==> src/rtl/cache_pkg.sv <==
// Shared definitions for the cache-to-AXI bridge: command encodings, FSM states
// and the fixed AXI attribute constants.
package cache_pkg;

  typedef enum logic [2:0] {
    REQ_NONE        = 3'd0,
    REQ_LOAD_BLOCK  = 3'd1,
    REQ_LOAD_WORD   = 3'd2,
    REQ_WRITE_BLOCK = 3'd3,
    REQ_WRITE_WORD  = 3'd4
  } axi_req_e;

  typedef enum logic [2:0] {
    S_IDLE         = 3'd0,
    S_RD_ADDR      = 3'd1,
    S_RD_DATA      = 3'd2,
    S_WR_ADDR_DATA = 3'd3,
    S_WR_RESP      = 3'd4,
    S_DONE         = 3'd5
  } axi_state_e;

  localparam int          BLOCK_WORDS = 4;
  localparam logic [7:0]  BLOCK_LEN   = 8'(BLOCK_WORDS - 1);
  localparam logic [7:0]  SINGLE_LEN  = 8'd0;
  localparam logic [2:0]  SIZE_WORD   = 3'd2;
  localparam logic [1:0]  BURST_INCR  = 2'b01;
  localparam logic [3:0]  CACHE_ON    = 4'b1111;
  localparam logic [3:0]  CACHE_OFF   = 4'b0000;
  localparam logic [3:0]  STRB_FULL   = 4'hF;

  function automatic logic is_load(input logic [2:0] cmd);
    return (cmd == REQ_LOAD_BLOCK) || (cmd == REQ_LOAD_WORD);
  endfunction

  function automatic logic is_write(input logic [2:0] cmd);
    return (cmd == REQ_WRITE_BLOCK) || (cmd == REQ_WRITE_WORD);
  endfunction

  function automatic logic is_block(input logic [2:0] cmd);
    return (cmd == REQ_LOAD_BLOCK) || (cmd == REQ_WRITE_BLOCK);
  endfunction

  // Single enabled byte -> byte access, two -> halfword, anything else -> word.
  function automatic logic [2:0] rsize_from_en(input logic [3:0] en);
    logic [2:0] ones;
    ones = 3'(en[0]) + 3'(en[1]) + 3'(en[2]) + 3'(en[3]);
    case (ones)
      3'd1:    return 3'd0;
      3'd2:    return 3'd1;
      default: return SIZE_WORD;
    endcase
  endfunction

endpackage

==> src/rtl/cache_axi_master.sv <==
// AXI4 master for a cache: one outstanding block/word read or write at a time,
// accepted only in IDLE and completed with a single-cycle task_finish pulse.
//
// state          | meaning
// S_IDLE         | ready for a command, captured on the accepting edge
// S_RD_ADDR      | arvalid held until AR handshake
// S_RD_DATA      | rready held, beats written into rblock/rword until rlast
// S_WR_ADDR_DATA | AW and W channels run independently until both finish
// S_WR_RESP      | bready held until bvalid
// S_DONE         | one-cycle task_finish pulse
module cache_axi_master
  import cache_pkg::*;
#(
  parameter logic [3:0] AXI_ID = 4'h0
) (
  input  logic         clk,
  input  logic         rstn,
  input  logic [2:0]   req_to_axi,
  input  logic [31:0]  ad_to_axi,
  input  logic         cached_to_axi,
  input  logic [127:0] wblock_to_axi,
  input  logic [31:0]  wword_to_axi,
  input  logic [3:0]   wword_en_to_axi,
  input  logic [3:0]   rword_en_to_axi,
  output logic         ready_from_axi,
  output logic         task_finish_from_axi,
  output logic [127:0] rblock_from_axi,
  output logic [31:0]  rword_from_axi,
  output logic [3:0]   arid,
  output logic [31:0]  araddr,
  output logic [7:0]   arlen,
  output logic [2:0]   arsize,
  output logic [1:0]   arburst,
  output logic [3:0]   arcache,
  output logic         arvalid,
  input  logic         arready,
  input  logic [31:0]  rdata,
  input  logic         rlast,
  input  logic         rvalid,
  input  logic [1:0]   rresp,
  output logic         rready,
  output logic [3:0]   awid,
  output logic [31:0]  awaddr,
  output logic [7:0]   awlen,
  output logic [2:0]   awsize,
  output logic [1:0]   awburst,
  output logic [3:0]   awcache,
  output logic         awvalid,
  input  logic         awready,
  output logic [31:0]  wdata,
  output logic [3:0]   wstrb,
  output logic         wlast,
  output logic         wvalid,
  input  logic         wready,
  input  logic         bvalid,
  input  logic [1:0]   bresp,
  output logic         bready
);

  axi_state_e   state_q, state_d;
  logic [2:0]   cmd_q;
  logic [31:0]  addr_q;
  logic         cached_q;
  logic [127:0] wblock_q;
  logic [31:0]  wword_q;
  logic [3:0]   wstrb_q;
  logic [3:0]   ren_q;
  logic [1:0]   beat_q;
  logic         aw_done_q;
  logic         w_done_q;
  logic [127:0] rblock_q;
  logic [31:0]  rword_q;

  logic blk;
  logic accept;
  logic ar_fire, r_fire, aw_fire, w_fire, w_last_fire;
  logic aw_complete, w_complete;
  logic [31:0] bus_addr;

  // Error responses complete the transaction like OKAY, so they are not inspected.
  logic unused_resp;
  assign unused_resp = ^{rresp, bresp};

  assign blk         = is_block(cmd_q);
  assign accept      = (state_q == S_IDLE) && (is_load(req_to_axi) || is_write(req_to_axi));
  assign ar_fire     = arvalid && arready;
  assign r_fire      = rready && rvalid;
  assign aw_fire     = awvalid && awready;
  assign w_fire      = wvalid && wready;
  assign w_last_fire = w_fire && wlast;
  assign aw_complete = aw_done_q || aw_fire;
  assign w_complete  = w_done_q || w_last_fire;

  // Blocks are always fetched/written as a whole aligned line.
  assign bus_addr = blk ? {addr_q[31:4], 4'b0000} : addr_q;

  assign arid    = AXI_ID;
  assign araddr  = bus_addr;
  assign arlen   = blk ? BLOCK_LEN : SINGLE_LEN;
  assign arsize  = blk ? SIZE_WORD : rsize_from_en(ren_q);
  assign arburst = BURST_INCR;
  assign arcache = cached_q ? CACHE_ON : CACHE_OFF;

  assign awid    = AXI_ID;
  assign awaddr  = bus_addr;
  assign awlen   = blk ? BLOCK_LEN : SINGLE_LEN;
  assign awsize  = SIZE_WORD;
  assign awburst = BURST_INCR;
  assign awcache = cached_q ? CACHE_ON : CACHE_OFF;

  assign wdata = blk ? wblock_q[{beat_q, 5'd0} +: 32] : wword_q;
  assign wstrb = blk ? STRB_FULL : wstrb_q;
  assign wlast = blk ? (beat_q == 2'(BLOCK_WORDS - 1)) : 1'b1;

  assign rblock_from_axi = rblock_q;
  assign rword_from_axi  = rword_q;

  always_ff @(posedge clk) begin
    if (!rstn) begin
      state_q <= S_IDLE;
    end else begin
      state_q <= state_d;
    end
  end

  always_comb begin
    state_d = state_q;
    case (state_q)
      S_IDLE: begin
        if (accept) begin
          state_d = is_load(req_to_axi) ? S_RD_ADDR : S_WR_ADDR_DATA;
        end
      end
      S_RD_ADDR: begin
        if (ar_fire) state_d = S_RD_DATA;
      end
      S_RD_DATA: begin
        if (r_fire && rlast) state_d = S_DONE;
      end
      S_WR_ADDR_DATA: begin
        if (aw_complete && w_complete) state_d = S_WR_RESP;
      end
      S_WR_RESP: begin
        if (bvalid) state_d = S_DONE;
      end
      S_DONE:  state_d = S_IDLE;
      default: state_d = S_IDLE;
    endcase
  end

  always_comb begin
    ready_from_axi       = 1'b0;
    task_finish_from_axi = 1'b0;
    arvalid              = 1'b0;
    rready               = 1'b0;
    awvalid              = 1'b0;
    wvalid               = 1'b0;
    bready               = 1'b0;
    case (state_q)
      S_IDLE:         ready_from_axi = 1'b1;
      S_RD_ADDR:      arvalid = 1'b1;
      S_RD_DATA:      rready = 1'b1;
      S_WR_ADDR_DATA: begin
        awvalid = !aw_done_q;
        wvalid  = !w_done_q;
      end
      S_WR_RESP:      bready = 1'b1;
      S_DONE:         task_finish_from_axi = 1'b1;
      default:        ;
    endcase
  end

  // The beat counter is shared: read beats in RD_DATA, write beats in WR_ADDR_DATA.
  always_ff @(posedge clk) begin
    if (!rstn) begin
      cmd_q     <= REQ_NONE;
      addr_q    <= '0;
      cached_q  <= 1'b0;
      wblock_q  <= '0;
      wword_q   <= '0;
      wstrb_q   <= '0;
      ren_q     <= '0;
      beat_q    <= '0;
      aw_done_q <= 1'b0;
      w_done_q  <= 1'b0;
      rblock_q  <= '0;
      rword_q   <= '0;
    end else begin
      if (accept) begin
        cmd_q     <= req_to_axi;
        addr_q    <= ad_to_axi;
        cached_q  <= cached_to_axi;
        wblock_q  <= wblock_to_axi;
        wword_q   <= wword_to_axi;
        wstrb_q   <= wword_en_to_axi;
        ren_q     <= rword_en_to_axi;
        beat_q    <= '0;
        aw_done_q <= 1'b0;
        w_done_q  <= 1'b0;
      end
      if (r_fire) begin
        rblock_q[{beat_q, 5'd0} +: 32] <= rdata;
        if (cmd_q == REQ_LOAD_WORD) rword_q <= rdata;
        beat_q <= beat_q + 2'd1;
      end
      if (aw_fire) aw_done_q <= 1'b1;
      if (w_fire) beat_q <= beat_q + 2'd1;
      if (w_last_fire) w_done_q <= 1'b1;
    end
  end

endmodule

==> config.mk <==
export PLATFORM = sky130hd
export DESIGN_NAME = cache_axi_master
export DESIGN_NICKNAME = d
export VERILOG_FILES = /design/src/rtl/cache_pkg.sv /design/src/rtl/cache_axi_master.sv
export SDC_FILE = /design/constraint.sdc
export NUM_CORES = 1
export LEC_CHECK = 0
export CORE_AREA = 2 2 216 218
export DETAILED_ROUTE_END_ITERATION = 10
export DIE_AREA = 0 0 218 220
export PLACE_DENSITY = 0.64
export SYNTH_ARGS = -nofsm -noshare
export SYNTH_HDL_FRONTEND = slang
export SYNTH_SLANG_ARGS = --single-unit
export TNS_END_PERCENT = 1
==> constraint.sdc <==
create_clock -name clk -period 2.12 [get_ports clk]
set_input_delay 0.318 -clock clk [delete_from_list [all_inputs] [get_ports clk]]
set_output_delay 0.318 -clock clk [all_outputs]
set_load 0.01 [all_outputs]
**Word-level counts from Yosys, hierarchy flattened**

Cells that the tools add are included.

- Register bits: 371
- Output and inout port bits: 310

- Equality and inequality tests: 20
- Muxes and demuxes: 29
- $add $sub $neg: 5
- Reduce and logical (&&, ||, !) cells: 22
- Shifts and indexed selects: 3

Operators with widths:

| operator | number |
|---|---|
| bitwise mux 128 bit | 1 |
| variable shift 32 x 9 -> 128 bit, first input constant | 1 |
| variable part select 128 x 8 -> 32 bit | 1 |
| variable part select 32 x 9 -> 128 bit | 1 |
| two-way mux 32 bit | 1 |
| == test 3 x 2 -> 1 bit, second input constant | 7 |
| two-way mux 3 bit | 6 |
| one-hot mux 3 bit (5 select lines) | 1 |
| == test 3 x 1 -> 1 bit, second input constant | 4 |
| two-way mux 4 bit | 3 |
| two-way mux 1 bit | 11 |
| two-way mux 2 bit | 5 |
| != test 2 bit, second input constant | 5 |
| == test 3 bit, second input constant | 3 |
| negator 7 -> 9 bit | 1 |
| logical AND 1 bit | 8 |
| logical OR 1 bit | 6 |
| AND reduction 5 bit | 1 |
| one-hot mux 2 bit (2 select lines) | 1 |
| nonzero test 2 bit | 2 |
| adder 2 x 1 -> 3 bit | 1 |
| adder 3 x 1 -> 3 bit | 1 |
| zero test 3 bit | 1 |
| nonzero test 3 bit | 1 |
| 5 further kinds | 6 |

**Longest topological paths before layout**

- Depth after elaboration: 8
- Gate-level depth with buffers: 10

**Worst setup path after synthesis**

No wires, ideal clock.

- Path type: register -> register
- Start: reg beat_q[1]
- End: reg rblock_q[66], in the netlist rblock_from_axi[66]
- Period minus slack after synthesis: 2.170 ns
- Stages on the path, launching flop included: 9
- Slack: -0.050 ns
- Data required time: 2.050 ns
- Library setup time: 0.070 ns
- Arrival: 2.100 ns
- Path through: dfxtp_1 -> clkbuf_1 -> buf_2 -> inv_1 -> ha_1 -> nor3b_1 -> clkbuf_1 -> nand3_1 -> a21oi_1

- Word-level cells in the longest chain between the ends: 3
- Elaborated cells on any way between the ends: 4
- Those cells by class: add/sub: 1; shift: 2; mux: 1

Ends and longest elaborated chain:

| item | RTL line | RTL |
|---|---|---|
| start, declared | cache_axi_master.sv:68 | `logic [1:0] beat_q;` |
| start signal, assigned | cache_axi_master.sv:204 | `beat_q <= beat_q + 2'd1;` |
| start signal, assigned | cache_axi_master.sv:207 | `if (w_fire) beat_q <= beat_q + 2'd1;` |
| negator 7 -> 9 bit (*) | cache_axi_master.sv:202 | `rblock_q[{beat_q, 5'd0} +: 32] <= rdata;` |
| variable part select 32 x 9 -> 128 bit or variable shift 32 x 9 -> 128 bit (tied branches) | cache_axi_master.sv:202 |  |
| bitwise mux 128 bit (*) | cache_axi_master.sv:202 |  |
| end signal, assigned by index | cache_axi_master.sv:202 |  |
| end, declared | cache_axi_master.sv:71 | `logic [127:0] rblock_q;` |

Mark *: on every way between the ends. The rest lies on a longest branch, timed or not.
A chain may end at the register's enable or synchronous reset.

**Worst setup path in the final report**

- Start: reg ren_q[0]
- End: out arsize[1]

- Word-level cells in the longest chain between the ends: 6
- Elaborated cells on any way between the ends: 7
- Those cells by class: add/sub: 3; eq/ne: 2; mux: 2

Ends and longest elaborated chain:

| item | RTL line | RTL |
|---|---|---|
| start, declared | cache_axi_master.sv:67 | `logic [3:0] ren_q;` |
| start signal, assigned | cache_axi_master.sv:196 | `ren_q <= rword_en_to_axi;` |
| adder 1 x 1 -> 2 bit (*) | cache_pkg.sv:46 | `ones = 3'(en[0]) + 3'(en[1]) + 3'(en[2]) + 3'(en[3]);` |
| adder 2 x 1 -> 3 bit (*) | cache_pkg.sv:46 |  |
| adder 3 x 1 -> 3 bit (*) | cache_pkg.sv:46 |  |
| == test 3 x 2 -> 1 bit or == test 3 x 1 -> 1 bit (tied branches) | cache_pkg.sv:47 | `case (ones)` |
| one-hot mux 2 bit (2 select lines) (*) | cache_pkg.sv:47 |  |
| two-way mux 3 bit (*) | cache_axi_master.sv:100 | `assign arsize = blk ? SIZE_WORD : rsize_from_en(ren_q);` |
| end, declared | cache_axi_master.sv:32 | `output logic [2:0] arsize,` |

Marks and branches as above.

==> results.yml <==
power:
  p_per_area_nw_per_um2: 1010
  p_leak_nw: 8.13
  finalPower_mw: 22.6
  vdd.ir_drop.worst_mv: 0.605
synth:
  synth-async-reset-ratio: 0
  ys_top_cells_by_area: "dfxtp_1 (48%), nand2_1 (17%), a21oi_1 (12%)"
  syn_area_um2: 15600
  synth_top_area_frac: 0.477
  synthCells: 1940
  synth.distinct_cells: 44
  ys_seq_area_frac: 0.477
  synth-edff-count: 0
  ys.flop_type: "dfxtp_1"
  syn_avg_cell_area_um2: 8.02
  synth_area_leader_cell: "dfxtp_1"
  synth-seq-cells: 371
  yosys_warnings: 0
worst_hold_path:
  min_path_type: "input pin to flop"
  worstHoldPathCells: 3
detailed_routing:
  ant_nets: 0
  viasPerCell: 4.93
  drt_iter0_drc: 1065
  wl_met2_mm: 26.0
  wl_met1_mm: 22.1
  routed.top_layer: "met5"
  met3WireLength_mm: 3.87
  firstDrtPassIters: 5
  post_drt_wl_per_cell_um: 18.1
  drt_wl_total_mm: 54.2
  drcViolationCount: 0
  vias: 14764
timing:
  min_period_over_period: 1.29
  rsz0062_at_grt: "yes"
  fin_ws_ns: -0.610
  fin_crit_ns: 2.73
  fin_worst_skew_ns: 0.0284
  setup_viol: 34
  max_freq_mhz: 366
  hold_viol: 0
  slew_viol_final: 0
floorplanning:
  ios: 558
  design.core.area_um2: 45900
  die_h_um: 220
  dieArea_um2: 48000
  fp-row-count: 79
  die_x_um: 218
  start_util: 0.339
clocking:
  clk_latency_ns: 0.57
  cts.reportedPaths.clkPinSlew_ns: 0.06
  cts_buffers: 43
  cts.sinks: 371
  htree_levels: 2
  clockBufferDepth: 3
  cts_root_buf: "clkbuf_16"
  cts_tree: "yes"
critical_path:
  worstRegToRegCells: 8
  cpMaxStageDelayCell: "fa_1"
  start_kind: "flop"
  crit_required_ns: 1.80
  path_cells: "inv_2, fa_1, inv_1, ha_2, ha_4, xnor2_1, or3_1, buf_2"
  cp.arrival_ns: 2.41
  crit_type: "flop to output port"
  crit_path_end_kind: "output port"
  path_max_fanout: 2
  slowest_delay_ns: 0.52
final_layout:
  multi_input_area_um2: 6640
  stdcell_count: 2993
  mostFrequentLayoutCells: "nand2_1 (690), clkdlybuf4s50_1 (467), a21oi_1 (367)"
  register_area_um2: 7440
  drive_gt1_frac: 0.107
  fillers: 4377
  nNetsFinal: 2605
  area_delta_synth_final_pct: 43.8
  fin_area_um2: 22400
  mostFrequentLayoutCell: "nand2_1"
status:
  status: "finished, violations left"
  violations: "setup timing"
placement:
  pre_cts_slack_ns: -0.508
  place_area_um2: 20900
  dpl.hpwl_mm: 38.0
  dp.cells: 2912
  port_buffers: 525
  gp_congestion: 0.856
flow_run:
  maxCapViolCount: 0
global_route:
  antenna_found_initial: 7
  grt_pass1_vias: 14101
  grt_max_degree: 54
  overflow: 0
  grtUsageTotal: 0.214
  grt_pass1_wl_mm: 80.7
## flip-flops by register name (all words and copies together), names as in the netlist, 2 cells and up
signal           count
rblock_from_axi    128
wblock_q           128
addr_q              32
rword_from_axi      32
wword_q             32
ren_q                4
wstrb_q              4
cmd_q                3
state_q              3
beat_q               2
## where the power goes
group | total (mW) | internal (mW) | switching (mW)
combinational | 6.35 | 2.96 | 3.39
clock | 7.73 | 4.71 | 3.02
sequential | 8.52 | 7.94 | 0.580
## path summary, 6_finish.rpt
check                            start  slack, ns                    to
hold / removal            ad_to_axi[2]       0.31             addr_q[2]
setup reg to reg             beat_q[0]       0.18   rblock_from_axi[47]
hold reg to reg   rblock_from_axi[101]       0.45  rblock_from_axi[101]
setup / recovery              ren_q[0]      -0.61             arsize[1]
## cell families after synthesis
group,synth area share
multiplexers,0.0469
AO/OA/AOI/OAI,0.125
other,0.000483
flip-flops,0.477
AND/OR/NAND/NOR,0.232
XOR/XNOR,0.00169
adder cells (fa/ha/maj),0.00611
buffers and inverters,0.111
## repair_timing
| action | CTS | global route |
|---|---|---|
| pin swaps | 20 | 4 |
| hold buffers | 0 | 0 |
| endpoints found under the hold margin | 0 | 0 |
| buffers inserted | 0 | 0 |
| setup endpoints to repair | 59 | 82 |
| cloned | 0 | 0 |
| gates resized for setup | 156 | 36 |
## worst max-delay path, delay by kind of cell (launching register included)
kind | cells | cell delay (ns)
xor+xnor | 1 | 0.12
fa+ha+maj | 3 | 0.90
buf+inv | 3 | 0.22
flops | 1 | 0.33
simple gates | 1 | 0.29
## cells in the mapped netlist (7+ instances only)
cell / n
and2_1: 7
mux4_2: 32
clkbuf_1: 78
buf_2: 30
buf_6: 31
nand2_1: 702
a21oi_1: 368
dfxtp_1: 371
buf_4: 103
nand3_1: 126
inv_1: 8
nor2_1: 11
nand2b_1: 7
## metal layers
metal | GRT usage | vias up
li1 | - | 7080
met1 | 0.263 | 7023
met2 | 0.358 | 534
met3 | 0.0502 | 123
met4 | 0.0946 | 4
met5 | 0 | -
## stage by stage
| stage | utilization | setup TNS [ns] | hold slack [ns] |
|---|---|---|---|
| global route | 0.488 | -8.00 | 0.291 |
| floorplan | - | -0.0262 | 0.431 |
| detailed placement | 0.456 | -0.942 | 0.443 |
| finish | 0.488 | -4.89 | 0.308 |
| global placement | 0.456 | -1.01 | 0.437 |
| CTS | 0.487 | -7.14 | 0.271 |
## final cells by class
type                            instances  share of cell area
Multi-Input combinational cell       1332               0.296
Antenna cell                            5            0.000559
Sequential cell                       371               0.332
Clock buffer                           57              0.0549
Tap cell                              607              0.0339
Clock inverter                         19              0.0121
Inverter                               12             0.00235
Timing Repair Buffer                  590               0.267
(Power assumes the default switching activity.)
